[src/rtl/regbank_pkg.sv]
// Shared constants and types for the 8 x 16-bit register bank write side.
// Imported by the decoder and the top level.
package regbank_pkg;

    localparam int NREG  = 8;
    localparam int WIDTH = 16;
    localparam int SEL_W = 3;

    localparam int BE_LO = 0;
    localparam int BE_HI = 1;

    typedef enum logic {
        ST_IDLE  = 1'b0,
        ST_CLEAR = 1'b1
    } state_t;

    // Write captured at acceptance, committed one edge later.
    typedef struct packed {
        logic             vld;
        logic [SEL_W-1:0] sel;
        logic [WIDTH-1:0] data;
        logic [1:0]       be;
    } stage_t;

endpackage

[src/rtl/dec3_8.sv]
// 3-bit index to one-hot decoder with enable.
// Output is all-zero when en is low.
module dec3_8
    import regbank_pkg::*;
(
    input  logic [SEL_W-1:0] idx,
    input  logic             en,
    output logic [NREG-1:0]  oh
);

    always_comb begin
        oh = '0;
        if (en) begin
            oh = NREG'(1) << idx;
        end
    end

endmodule

[src/rtl/regbank16_8w.sv]
// Write side of the 8 x 16-bit register bank: staged byte-enabled
// writes with valid/ready, plus an 8-edge sequential clear.
module regbank16_8w #(
    parameter int WIDTH   = 16,
    parameter bit ZERO_R0 = 1'b0
) (
    input  logic             clk,
    input  logic             rst_n,
    input  logic             wr_valid,
    output logic             wr_ready,
    input  logic [2:0]       wr_sel,
    input  logic [WIDTH-1:0] wr_data,
    input  logic [1:0]       wr_be,
    input  logic             clr_req,
    output logic             busy,
    output logic             wr_done,
    output logic [WIDTH-1:0] r0,
    output logic [WIDTH-1:0] r1,
    output logic [WIDTH-1:0] r2,
    output logic [WIDTH-1:0] r3,
    output logic [WIDTH-1:0] r4,
    output logic [WIDTH-1:0] r5,
    output logic [WIDTH-1:0] r6,
    output logic [WIDTH-1:0] r7
);

    import regbank_pkg::*;

    state_t           state;
    state_t           state_nx;
    logic [SEL_W-1:0] clr_cnt;
    logic             clr_en;
    logic             accept;
    stage_t           stg;

    logic [NREG-1:0]      wr_oh;
    logic [NREG-1:0]      clr_oh;
    logic [NREG-1:0][1:0] lane_we;
    logic [WIDTH-1:0]     r [NREG];

    assign accept = wr_valid & wr_ready;

    always_ff @(posedge clk) begin
        if (!rst_n) begin
            state <= ST_IDLE;
        end else begin
            state <= state_nx;
        end
    end

    always_comb begin
        state_nx = state;
        unique case (state)
            ST_IDLE:  if (clr_req)          state_nx = ST_CLEAR;
            ST_CLEAR: if (clr_cnt == 3'd7)  state_nx = ST_IDLE;
            default:                        state_nx = ST_IDLE;
        endcase
    end

    always_comb begin
        busy     = (state == ST_CLEAR);
        clr_en   = (state == ST_CLEAR);
        wr_ready = (state == ST_IDLE) && !clr_req && rst_n;
    end

    // Held at 0 in IDLE so the entry edge leaves it ready for r0.
    always_ff @(posedge clk) begin
        if (!rst_n) begin
            clr_cnt <= '0;
        end else if (state == ST_IDLE) begin
            clr_cnt <= '0;
        end else begin
            clr_cnt <= clr_cnt + 3'd1;
        end
    end

    always_ff @(posedge clk) begin
        if (!rst_n) begin
            stg <= '0;
        end else begin
            stg.vld <= accept;
            if (accept) begin
                stg.sel  <= wr_sel;
                stg.data <= wr_data;
                stg.be   <= wr_be;
            end
        end
    end

    always_ff @(posedge clk) begin
        if (!rst_n) begin
            wr_done <= 1'b0;
        end else begin
            wr_done <= stg.vld;
        end
    end

    dec3_8 u_dec_wr (
        .idx (stg.sel),
        .en  (stg.vld),
        .oh  (wr_oh)
    );

    dec3_8 u_dec_clr (
        .idx (clr_cnt),
        .en  (clr_en),
        .oh  (clr_oh)
    );

    always_comb begin
        lane_we = '0;
        for (int i = 0; i < NREG; i++) begin
            lane_we[i][BE_LO] = wr_oh[i] & stg.be[BE_LO];
            lane_we[i][BE_HI] = wr_oh[i] & stg.be[BE_HI];
        end
        if (ZERO_R0) begin
            lane_we[0] = 2'b00;
        end
    end

    always_ff @(posedge clk) begin
        if (!rst_n) begin
            for (int i = 0; i < NREG; i++) begin
                r[i] <= '0;
            end
        end else begin
            for (int i = 0; i < NREG; i++) begin
                if (clr_oh[i]) begin
                    r[i] <= '0;
                end else begin
                    if (lane_we[i][BE_LO]) r[i][7:0]  <= stg.data[7:0];
                    if (lane_we[i][BE_HI]) r[i][15:8] <= stg.data[15:8];
                end
            end
        end
    end

    assign r0 = r[0];
    assign r1 = r[1];
    assign r2 = r[2];
    assign r3 = r[3];
    assign r4 = r[4];
    assign r5 = r[5];
    assign r6 = r[6];
    assign r7 = r[7];

endmodule

[config.mk]
export PLATFORM = sky130hd
export DESIGN_NAME = regbank16_8w
export DESIGN_NICKNAME = d
export VERILOG_FILES = /design/src/rtl/regbank_pkg.sv /design/src/rtl/dec3_8.sv /design/src/rtl/regbank16_8w.sv
export SDC_FILE = /design/constraint.sdc
export NUM_CORES = 1
export LEC_CHECK = 0
export CORE_ASPECT_RATIO = 0.8
export CORE_MARGIN = 5
export CORE_UTILIZATION = 49
export DETAILED_ROUTE_END_ITERATION = 12
export GPL_ROUTABILITY_DRIVEN = 0
export PLACE_DENSITY = 0.82
export SLEW_MARGIN = 20
export SYNTH_ARGS = -nofsm -noshare
export SYNTH_HDL_FRONTEND = slang
export SYNTH_HIERARCHICAL = 1
export SYNTH_SLANG_ARGS = --single-unit
export TNS_END_PERCENT = 100
[constraint.sdc]
create_clock -name clk -period 2.1 [get_ports clk]
set_input_delay 0.525 -clock clk [delete_from_list [all_inputs] [get_ports clk]]
set_output_delay 0.525 -clock clk [all_outputs]
set_load 0.05 [all_outputs]
==> key figures <==
GRT
  • Global-route wire length before repair: 20.8 mm
  • Number of global-route vias before repair: 3,989
  • Global Route Usage Sum: 0.188
  • Initial antenna violation count: 0
  • Largest net degree at the start of global routing: 44
  • GRT overflow: 0

STA
  • FMAX: 0.483 GHz
  • Setup Skew: 0.00541 ns
  • Min Hold Slack: 0.461 ns
  • Slew @ Worst Pin: 0.619 ns
  • Final setup violation count: 0
  • Slew Limit Fails: 0
  • Final worst slack: 0.0306 ns
  • Fin crit period: 2.07 ns
  • Final Hold Fails: 0
  • Slew headroom: 0.587
  • Period utilization: 0.985

CTS
  • CTS tree: yes
  • Clock buffer count from CTS: 17
  • Setup bufs post-CTS: 0
  • CTS sink count: 155
  • H-tree depth: 4
  • CTS clk-pin slew, worst paths: 0.06 ns
  • Clock Latency Late Sink: 0.41 ns
  • Root Driver: clkbuf_16
  • CTS Buffer Depth: 2

Synthesis
  • Area contributors post-synth: edfxtp_1 64%, dfxtp_1 9.0%, nor2_1 8.1%
  • Synth top area share: 0.640
  • Synth unique cells: 24
  • Synthesis warning total: 6
  • Syn Nets: 486
  • Synthesized flop and latch total: 155
  • Mean Syn Cell Area: 13.1 um2
  • Mapped Area: 0.00600 mm2
  • Post-synth top area cell: edfxtp_1
  • Sequential-to-total area share from yosys stat: 0.730
  • Post-Syn Instances: 459

Drt
  • Remaining DRCs: 0
  • Drt total wl: 13.8 mm
  • DR WL/cell: 17.7 um
  • First-pass detailed-route iteration total: 4
  • Number of DRC markers in iteration 0: 237
  • Vias per cell: 5.11
  • Post-route ant nets: 0
  • Vias: 4,002

Pwr
  • Internal Power: 0.00570 W
  • Switching portion of total power: 0.231
  • Worst IR drop on VDD: 0.000509 V
  • Total power: 0.00741 W
  • Combinational power share: 0.104
  • Clock power frac: 0.424
  • Sw power: 0.00171 W
  • Leak: 3.77 nW
  • Power Density: 880 mW/mm2
  • Flop pwr share: 0.473

Final layout
  • Fin cells: 783
  • FILL cells: 854
  • Most frequent cells in the layout: 129 x nor2_1, 128 x edfxtp_1, 92 x nand2_1, 66 x clkdlybuf4s50_1, 66 x dlymetal6s2s_1
  • P&R area growth vs syn: 40.3%
  • # diodes: 0
  • Multi-input combinational cell area: 0.00147 mm2
  • Layout cells sized above 1: 0.0903
  • Register Area: 0.00438 mm2
  • Layout net count: 645
  • Most common cell after layout, fill and taps aside: nor2_1
  • Util after Layout: 0.697

Critical path
  • Crit path max fanout: 1
  • Delay-heaviest family, CP: buffers and inverters
  • Kind of critical path: flop to output pin
  • Slowest stage delay, CP: 0.80 ns
  • CP Cell Sequence: clkdlybuf4s50_1
  • Worst setup EP type: output pin
  • Worst path slowest cell: clkdlybuf4s50_1
  • Critical Path AT: 1.54 ns
  • Buffers & Inverters on Critical Path: 1
  • CP required: 1.57 ns
  • Critical Path Start Type: flop

Floorplan
  • # rows: 36
  • Initial Utilization: 0.497
  • Ports: 156
  • Height of the die: 109 um
  • Die W: 134 um
  • Die area: 0.0146 mm2
  • Core Footprint: 0.0121 mm2

Place
  • Worst slack, placed: 0.164 ns
  • Port Buffers: 155
  • Placed cell count: 751
  • DP Wirelength: 9.91 mm

Worst hold path
  • HP Class: flop to flop

Outcome
  • Outcome: finished, final reports clean

Flow run
  • Max Cap Violations: 0
-- synth_stat cells (all sizes together) --
library cell	count
and2	2
and3	2
and4	2
and4b	6
and4bb	6
buf	21
dfxtp	27
edfxtp	128
ha	2
mux2i	21
nand2	92
nand3b	8
nor2	129
nor2b	8
nor3b	2
nor4b	2
o211a	1
-- per-layer routing --
layer / vias to the layer above / wire length (um) / track usage
met3: 14 / 940 / 0.0604
met1: 1944 / 5860 / 0.234
met2: 154 / 6890 / 0.321
met5: - / 0 / 0
met4: 0 / 130 / 0.0499
li1: 1890 / - / -
-- worst reg2reg max path, delay by kind of cell, from the launching register on --
kind / cells / cell delay [ns]
flops: 1 / 0.58
simple gates: 3 / 0.83
-- final timing paths --
check	start	endpoint	slack, ns	cells after the start
hold reg to reg	stg[8]	stg[8]	0.46	2
setup reg to reg	busy	r[0][4]	0.43	3
setup / recovery	r[0][59]	r3[11]	0.03	1
hold / removal	stg[8]	stg[8]	0.46	2
-- kinds of logic (layout without fill, tap and decap cells) --
logic type / after synthesis / after routing / synth area share
buffers and inverters: 21 / 193 / 0.0250
AOI/OAI and AO/OA: 1 / 1 / 0.00167
muxes: 21 / 21 / 0.0350
adders and majority gates: 2 / 2 / 0.00417
and+or+nand+nor: 259 / 259 / 0.204
DFF: 155 / 155 / 0.730
-- stage by stage --
| step | setup TNS [ns] | area [um2] |
|---|---|---|
| floorplan | 0 | 6010 |
| global placement | 0 | 7670 |
| detailed placement | 0 | 7670 |
| CTS | 0 | 8250 |
| global route | -0.00312 | 8420 |
| finish | 0 | 8420 |
-- power by group through the flow --
stage | Combinational (W) | Clock [W] | Sequential (W)
finish | 0.000769 | 0.00314 | 0.00350
global route | 0.000799 | 0.00328 | 0.00352
CTS | 0.000779 | 0.00316 | 0.00351
detailed placement | 0.000787 | 0 | 0.00357
global placement | 0.000778 | 0 | 0.00357
floorplan | 0.000145 | 0 | 0.00392
-- what timing repair did --
| item | CTS | global route |
|---|---|---|
| gates resized for setup | 20 | 66 |
| setup endpoints to repair | 20 | 66 |
| hold buffers | 0 | 0 |
-- final cells by class --
| type | instances | share of cell area |
|---|---|---|
| well taps | 152 | 0.0226 |
| clock buffers | 24 | 0.0548 |
| flip-flops and latches | 155 | 0.521 |
| repair buffers | 161 | 0.210 |
| clock inverters | 8 | 0.0172 |
| multi-input cells | 283 | 0.175 |
-- sequential cells by signal (all words and copies together) (netlist names) --
signal / cells
busy: 1
clr_cnt: 3
r: 128
stg: 22
wr_done: 1
No activity file was read; power rests on OpenSTA's default activity.
